`src/rtl/bullet_ctrl.sv`:
```
// bullet_ctrl: pool of NUM_BULLETS projectiles spawned from the tank, stepped once per frame.
// Define BULLET_BOUNCE_EN to reflect off walls/edges instead of retiring the bullet.
module bullet_ctrl #(
  parameter int NUM_BULLETS = 4,
  parameter int LIFETIME = 300,
  parameter int COOLDOWN = 15
) (
  input  logic                       frame_clk,
  input  logic                       Reset,
  input  logic                       ShootBullet,
  input  logic [1:0]                 game_end,
  input  logic [9:0]                 TankX,
  input  logic [9:0]                 TankY,
  input  logic [7:0]                 sin,
  input  logic [7:0]                 cos,
  input  logic [9:0]                 EnemyX,
  input  logic [9:0]                 EnemyY,
  input  logic [9:0]                 EnemyS,
  input  logic [NUM_BULLETS-1:0]     isWallX,
  input  logic [NUM_BULLETS-1:0]     isWallY,
  output logic [10*NUM_BULLETS-1:0]  BulletX,
  output logic [10*NUM_BULLETS-1:0]  BulletY,
  output logic [NUM_BULLETS-1:0]     BulletActive,
  output logic                       hit
);
  localparam int N = NUM_BULLETS;
  logic [N-1:0] act, act_n, ov, wx, wy;
  logic [14:0] px [N], py [N], px_n [N], py_n [N];
  logic signed [8:0] vx [N], vy [N], vx_n [N], vy_n [N];
  logic signed [8:0] cv, sv;
  logic [8:0] life [N], life_n [N];
  logic signed [15:0] nx [N], ny [N];
  logic [15:0] cd, cd_n;
  logic shoot_q, req_q, hit_n, taken;

  // screen Y grows downward, so a positive sine moves the bullet up
  assign cv = cos[7] ? -$signed({2'b0, cos[6:0]}) : $signed({2'b0, cos[6:0]});
  assign sv = sin[7] ? $signed({2'b0, sin[6:0]}) : -$signed({2'b0, sin[6:0]});
  assign BulletActive = act;

  for (genvar g = 0; g < N; g++) begin : g_slot
    logic signed [10:0] dx, dy;
    assign nx[g] = $signed({1'b0, px[g]}) + 16'(vx[g]);
    assign ny[g] = $signed({1'b0, py[g]}) + 16'(vy[g]);
    assign dx = $signed({1'b0, px[g][14:5]}) - $signed({1'b0, EnemyX});
    assign dy = $signed({1'b0, py[g][14:5]}) - $signed({1'b0, EnemyY});
    assign ov[g] = act[g] && (dx < 0 ? -dx : dx) <= $signed({1'b0, EnemyS})
                          && (dy < 0 ? -dy : dy) <= $signed({1'b0, EnemyS});
    assign wx[g] = isWallX[g] || nx[g] < 0 || (nx[g] >>> 5) > 16'sd639;
    assign wy[g] = isWallY[g] || ny[g] < 0 || (ny[g] >>> 5) > 16'sd479;
    assign BulletX[10*g +: 10] = px[g][14:5];
    assign BulletY[10*g +: 10] = py[g][14:5];
  end

  always_comb begin
    act_n = act;
    px_n = px;
    py_n = py;
    vx_n = vx;
    vy_n = vy;
    life_n = life;
    cd_n = cd != '0 ? cd - 16'd1 : cd;
    hit_n = |ov;
    taken = 1'b0;
    for (int i = 0; i < N; i++) begin
      if (act[i]) begin
        if (ov[i] || life[i] == '0) act_n[i] = 1'b0;
        else begin
`ifdef BULLET_BOUNCE_EN
          vx_n[i] = wx[i] ? -vx[i] : vx[i];
          vy_n[i] = wy[i] ? -vy[i] : vy[i];
          px_n[i] = wx[i] ? px[i] : nx[i][14:0];
          py_n[i] = wy[i] ? py[i] : ny[i][14:0];
`else
          act_n[i] = !(wx[i] || wy[i]);
          px_n[i] = nx[i][14:0];
          py_n[i] = ny[i][14:0];
`endif
          life_n[i] = life[i] - 9'd1;
        end
      end else if (req_q && cd == '0 && !taken) begin
        taken = 1'b1;
        act_n[i] = 1'b1;
        px_n[i] = {TankX, 5'b0};
        py_n[i] = {TankY, 5'b0};
        vx_n[i] = cv;
        vy_n[i] = sv;
        life_n[i] = 9'(LIFETIME);
        cd_n = 16'(COOLDOWN);
      end
    end
  end

  // req_q registers the rising edge so the spawn lands one frame after shoot_q sees it
  always_ff @(posedge frame_clk or posedge Reset) begin
    if (Reset) begin
      act <= '0;
      px <= '{default: '0};
      py <= '{default: '0};
      vx <= '{default: '0};
      vy <= '{default: '0};
      life <= '{default: '0};
      cd <= '0;
      shoot_q <= 1'b0;
      req_q <= 1'b0;
      hit <= 1'b0;
    end else if (game_end != 2'b00) begin
      act <= '0;
      px <= '{default: '0};
      py <= '{default: '0};
      cd <= '0;
      shoot_q <= ShootBullet;
      req_q <= 1'b0;
      hit <= 1'b0;
    end else begin
      act <= act_n;
      px <= px_n;
      py <= py_n;
      vx <= vx_n;
      vy <= vy_n;
      life <= life_n;
      cd <= cd_n;
      shoot_q <= ShootBullet;
      req_q <= ShootBullet & ~shoot_q;
      hit <= hit_n;
    end
  end
endmodule
```
`config.mk`:
```
export PLATFORM = sky130hd
export DESIGN_NAME = bullet_ctrl
export DESIGN_NICKNAME = d
export VERILOG_FILES = /design/src/rtl/bullet_ctrl.sv
export SDC_FILE = /design/constraint.sdc
export NUM_CORES = 1
export LEC_CHECK = 0
export ABC_AREA = 1
export CORE_UTILIZATION = 40
export DETAILED_ROUTE_END_ITERATION = 6
export GPL_ROUTABILITY_DRIVEN = 0
export MAX_ROUTING_LAYER = met4
export PLACE_DENSITY_LB_ADDON = 0.2
export SETUP_SLACK_MARGIN = 0.3
export SLEW_MARGIN = 10
export SYNTH_ARGS = -nofsm -noshare
export SYNTH_HDL_FRONTEND = slang
export SYNTH_SLANG_ARGS = --single-unit
```
`constraint.sdc`:
```
create_clock -name frame_clk -period 8 [get_ports frame_clk]
set_input_delay 1.6 -clock frame_clk [delete_from_list [all_inputs] [get_ports frame_clk]]
set_output_delay 1.6 -clock frame_clk [all_outputs]
set_load 0.02 [all_outputs]
```
; ---- Yosys cells after proc, flatten, opt, wreduce, memory -nomap -nowiden
; Cells that the tools add are included.
[op_classes]
n_bitwise = 7
mux = 78
eq_ne = 8
n_reduce_logical = 71
mul = 0
n_addsub = 31
magnitude_cmp = 32
div_mod_pow = 0
n_shift = 0
[ops]
columns = op, n
row1 = 15-bit two-way mux, 24
row2 = 16-bit two-way mux, 10
row3 = 16-bit by 9-bit adder with 16-bit output, 8
row4 = "16-bit by 1-bit less-than comparator with 1-bit output, second input constant", 8
row5 = 9-bit two-way mux, 14
row6 = 60-bit two-way mux, 2
row7 = 11-bit less-or-equal comparator, 8
row8 = "11-bit by 1-bit less-than comparator with 1-bit output, second input constant", 8
row9 = 11-bit two-way mux, 8
row10 = 11-bit negation, 8
row11 = 10-bit by 10-bit subtractor with 11-bit output, 8
row12 = "11-bit by 10-bit > comparator with 1-bit output, second input constant", 4
row13 = "11-bit > comparator, second input constant", 4
row14 = 9-bit zero test, 4
row15 = "9-bit by 1-bit subtractor with 9-bit output, second input constant", 4
row16 = 1-bit logical OR, 24
row17 = 3-bit AND reduction, 8
row18 = 1-bit two-way mux, 19
row19 = 7-bit negation with 9-bit output, 2
row20 = 16-bit zero test, 1
row21 = 16-bit nonzero test, 1
row22 = "16-bit by 1-bit subtractor with 16-bit output, second input constant", 1
row23 = 1-bit logical AND, 12
row24 = "3-bit by 2-bit inequality test with 1-bit output, second input constant", 4
row25 = other kinds (9), 33
[totals]
input_bits = 79
register_bits = 251
latchBits = 0
memories = 0
ram_bits = 0
romBits = 0

; ---- Longest topological paths before layout
[logic_depth]
ltp_word = 17
ltp_mapped = 31

; ---- Worst setup path before layout
; Ideal clock, no wire load.
[synth_path]
kind = input to register
start = input port EnemyX[1]
end = register life[10] in the netlist's numbering
arrival_ns = 4.841
cell_stages = 29
path_slack_ns = 3.042
setup_ns = 0.117
n_path_buf = 2
cell_sequence = inv_1 fa_1 nand3_1 nand3_1 nand3_1 nand2_1 nand2_1 nand2_1 a21oi_1 clkbuf_1 nand2_1 xor2_1 inv_1 ha_1 a21oi_1 nor2_1 nor2_1 nand3_1 nand3_1 nand2_1 a21oi_1 nor2_1 nand2_1 nand3_2 nand2_4 nand2_2 buf_6 nand3_1 nand2_1
[synth_between]
elab_chain_cells = 9
elab_cells_between_ends = 10
classes_between = 2 x add/sub / 2 x order compare / 1 x eq/ne / 1 x mux / 4 x reduce/logical
[synth_rtl]
columns = element, line
row1 = start: declaration, 16  ; input logic [9:0] EnemyX,
row2 = 10-bit by 10-bit subtractor with 11-bit output *, 45  ; assign dx = $signed({1'b0, px[g][14:5]}) - $signed({1'b0, EnemyX});
row3 = 11-bit negation or 11-bit by 1-bit less-than comparator with 1-bit output (tied branches), 47  ; assign ov[g] = act[g] && (dx < 0 ? -dx : dx) <= $signed({1'b0, EnemyS})
row4 = 11-bit two-way mux *, 47
row5 = 11-bit less-or-equal comparator *, 47
row6 = 1-bit logical AND *, 47
row7 = 1-bit logical AND *, 48  ; && (dy < 0 ? -dy : dy) <= $signed({1'b0, EnemyS});
row8 = 1-bit logical OR *, 67  ; if (ov[i] || life[i] == '0) act_n[i] = 1'b0;
row9 = 2-bit inequality test (no line) *, -
row10 = 3-bit AND reduction (no line) *, -
row11 = end signal: assignment, 121  ; life <= life_n;
row12 = end: declaration, 31  ; logic [8:0] life [N], life_n [N];
; Mark *: on every way between the ends. The rest lies on a longest branch, timed or not.
; A chain may end at the register's enable or synchronous reset.

; ---- Final worst setup path
[layout_path]
start = input port EnemyX[0]
end = register life[15] in the netlist's numbering
; Same word-level chain as after synthesis.

==> qor.yml <==
hp-class: "flip-flop to flip-flop"
ctsLongestPathBuffers: 3
crit_type: "input pin to flip-flop"
final.setup.tns_ns: 0
peakVddDrop_mv: 0.145
grt_max_degree: 148
drt_iter0_markers: 1844
vias_per_cell: 5.33
place_hpwl_um: 69200
cpMostUsedCell: "nand2_1"
nets: 4480
tightest_slew_ns: 1.04
synthesis.nets: 4451
cts_resized: 0
arrival_ns: 6.62
die_w_um: 262
dpl.cell_count: 4923
p_leak_nw: 16.0
ys_top_cells_by_area: "dfrtp_1 (23%), nand2_1 (16%), ha_1 (14%)"
cts_buffers: 29
total_power_mw: 4.57
die_area_um2: 68600
critPathRequiredTime_ns: 8.50
yosys_warnings: 0
grt_pass1_vias: 24600
hold_buffers: 0
cp-start-kind: "input pin"
synth_cells: 4061
final_cells: 4980
period_needed_ns: 6.12
numPortBuffers: 163
cts_root_buffer: "clkbuf_16"
max_freq_ghz: 0.163
p_int_mw: 2.85
antenna_left: 0
grt.total_usage_pct: 26.7
crit_path_max_incr_delay_ns: 0.61
yosysSeqAreaShare_pct: 23.3
cp-end-kind: "flip-flop"
setup_viol: 0
fin_util_pct: 44.9
synth_top_area_share_pct: 23.3
cts_setup_buffers: 0
critPathSlowestCell: "clkdlybuf4s50_1"
dieHeight_um: 262
area_growth_pct: 10.4
antenna_found_initial: 4
pin_count: 164
drc: 0
p_switching_mw: 1.72
finalHoldViolCount: 0
power_density_nw_per_um2: 153
seqPwrFrac_pct: 32.0
clk_latency_ns: 0.57
yosys.cell_types.count: 62
status: "finished, final reports clean"
cts_tree: "built"
coreArea_um2: 66300
yosys.area.top_type: "dfrtp_1"
combPwrFrac_pct: 35.6
num_rows: 94
drive_above_1_share_pct: 4.50
wl_um: 89500
clkTransAtPathRegs_ns: 0.07
cts_sinks: 251
grt_setup_unrepaired: "false"
slew_headroom_pct: 30.1
netlist_area_um2: 27000
skew_ns: 0.0118
holdWs_ns: 0.392
first_pass_iters: 6
overflow: 0
grt_pass1_wl_um: 139000
final_max_slew_viol_count: 0
initial_utilization_pct: 40.7
htreeDepth: 1
avgRoutedWirePerCell_um: 18.0
cp_max_fo: 32
power_frac_clock_pct: 32.4
vias: 26500
avgSynthCellArea_um2: 6.65
synth_seq_cells: 251
post-route-period-util_pct: 76.5
drv_cap: 0
p_sw_share_pct: 37.6
-- cell families (layout without fill, tap and decap cells) --
logic type                 after synthesis  count (layout)  share of synthesized area [%]
other                                    0               4                              0
adders and majority gates              311             311                           14.8
AOI/OAI and AO/OA                      608             608                           12.8
buffers and inverters                  647             698                           10.7
DFF                                    251             251                           23.3
and+or+nand+nor                       2100            2100                           33.5
xor gates and xnor gates               144             144                           4.78
-- placed cells by master, fill, tap and decap left out, types with 18 or more instances in the layout --
cell type	Yosys	final
or2_2	28	28
ha_1	295	295
clkdlybuf4s50_1	0	163
o21bai_1	18	18
clkbuf_16	0	29
nand3_1	298	298
xor2_1	102	102
nor2_1	336	335
inv_2	17	18
a211oi_1	24	24
o21ai_1	34	35
nand4_1	129	129
inv_1	444	442
a21o_1	18	18
o21ai_0	184	183
o2111ai_1	20	20
nor3_1	47	47
xnor2_1	38	38
dfrtp_1	251	248
a21oi_1	240	240
nand2_1	1177	1177
nand3b_1	18	18
-- routing by layer --
| layer | share of wire [%] | wire, um | global-route usage [%] | up-vias |
|---|---|---|---|---|
| li1 | - | - | - | 13500 |
| met1 | 46 | 41000 | 35.5 | 12300 |
| met4 | 3.1 | 2760 | 8.59 | 0 |
| met3 | 5.1 | 4540 | 2.16 | 134 |
| met5 | 0 | 0 | - | - |
| met2 | 46 | 41200 | 42.9 | 679 |
-- final cells by class --
cell class / count / area (um^2)
antenna: 4 / 10.0
clock buffer: 38 / 810
clock inverter: 15 / 236
fill: 7023 / 36500
inverter: 464 / 1750
multi-input combinational: 3163 / 17800
sequential: 251 / 6280
tap: 864 / 1080
timing repair buffer: 181 / 1790
-- metrics by stage --
step / worst slack, ns / area, um^2
4_1_cts: 1.92 / 29800
2_1_floorplan: 3.04 / 27000
3_5_place_dp: 1.33 / 28800
6_report: 1.88 / 29800
3_3_place_gp: 1.39 / 28800
5_1_grt: 1.37 / 29800
-- critical path, delay by kind of cell --
family                     cells  cell delay [ns]
buffers and inverters          3             0.74
xor gates and xnor gates       1             0.18
and+or+nand+nor               19             2.35
adders and majority gates      3             0.87
AOI/OAI and AO/OA              4             0.84
-- cells in the mapped netlist, drive strengths merged --
cell type  count
a211oi        24
a21boi        10
a21o          18
a21oi        245
a22oi          1
a311oi         7
a31o           1
a31oi         16
and2           4
and3           3
buf          126
clkbuf        57
clkinv         2
dfrtp        251
fa            16
ha           295
inv          462
nand2       1193
nand2b         1
nand3        308
nand3b        18
nand4        129
nor2         345
nor3          49
nor3b          6
nor4          11
o2111ai       20
o211ai         2
o21a           3
o21ai        234
o21bai        18
o31ai          9
or2           31
or4            2
xnor2         40
xor2         104
-- sequential cells by signal (all words and copies together), names as in the netlist --
register / count
BulletY: 40
shoot_q: 1
py: 20
BulletActive: 4
px: 20
vy: 36
life: 36
cd: 16
vx: 36
req_q: 1
BulletX: 40
hit: 1
-- final timing paths --
path | start | end | slack, ns | depth (start not counted)
setup / recovery | EnemyX[0] | life[15]$_DFFE_PP0P_ | 1.88 | 30
min in group asynchronous | Reset | vy[17]$_DFFE_PP0P_ | 1.59 | 3
setup reg to reg | BulletX[20]$_DFFE_PP0P_ | life[15]$_DFFE_PP0P_ | 2.82 | 30
max in group asynchronous | Reset | BulletActive[1]$_DFF_PP0_ | 5.09 | 4
hold / removal | shoot_q$_DFF_PP0_ | req_q$_DFF_PP0_ | 0.39 | 1
hold reg to reg | shoot_q$_DFF_PP0_ | req_q$_DFF_PP0_ | 0.39 | 1
-- power groups by stage --
| stage | Sequential, mW | Clock [mW] | Combinational, mW |
|---|---|---|---|
| CTS | 1.46 | 1.51 | 1.63 |
| global placement | 1.48 | 0 | 1.61 |
| finish | 1.46 | 1.48 | 1.63 |
| detailed placement | 1.48 | 0 | 1.62 |
| global route | 1.47 | 1.55 | 1.86 |
| floorplan | 1.44 | 0 | 1.23 |
No activity file was read; power rests on OpenSTA's default activity.
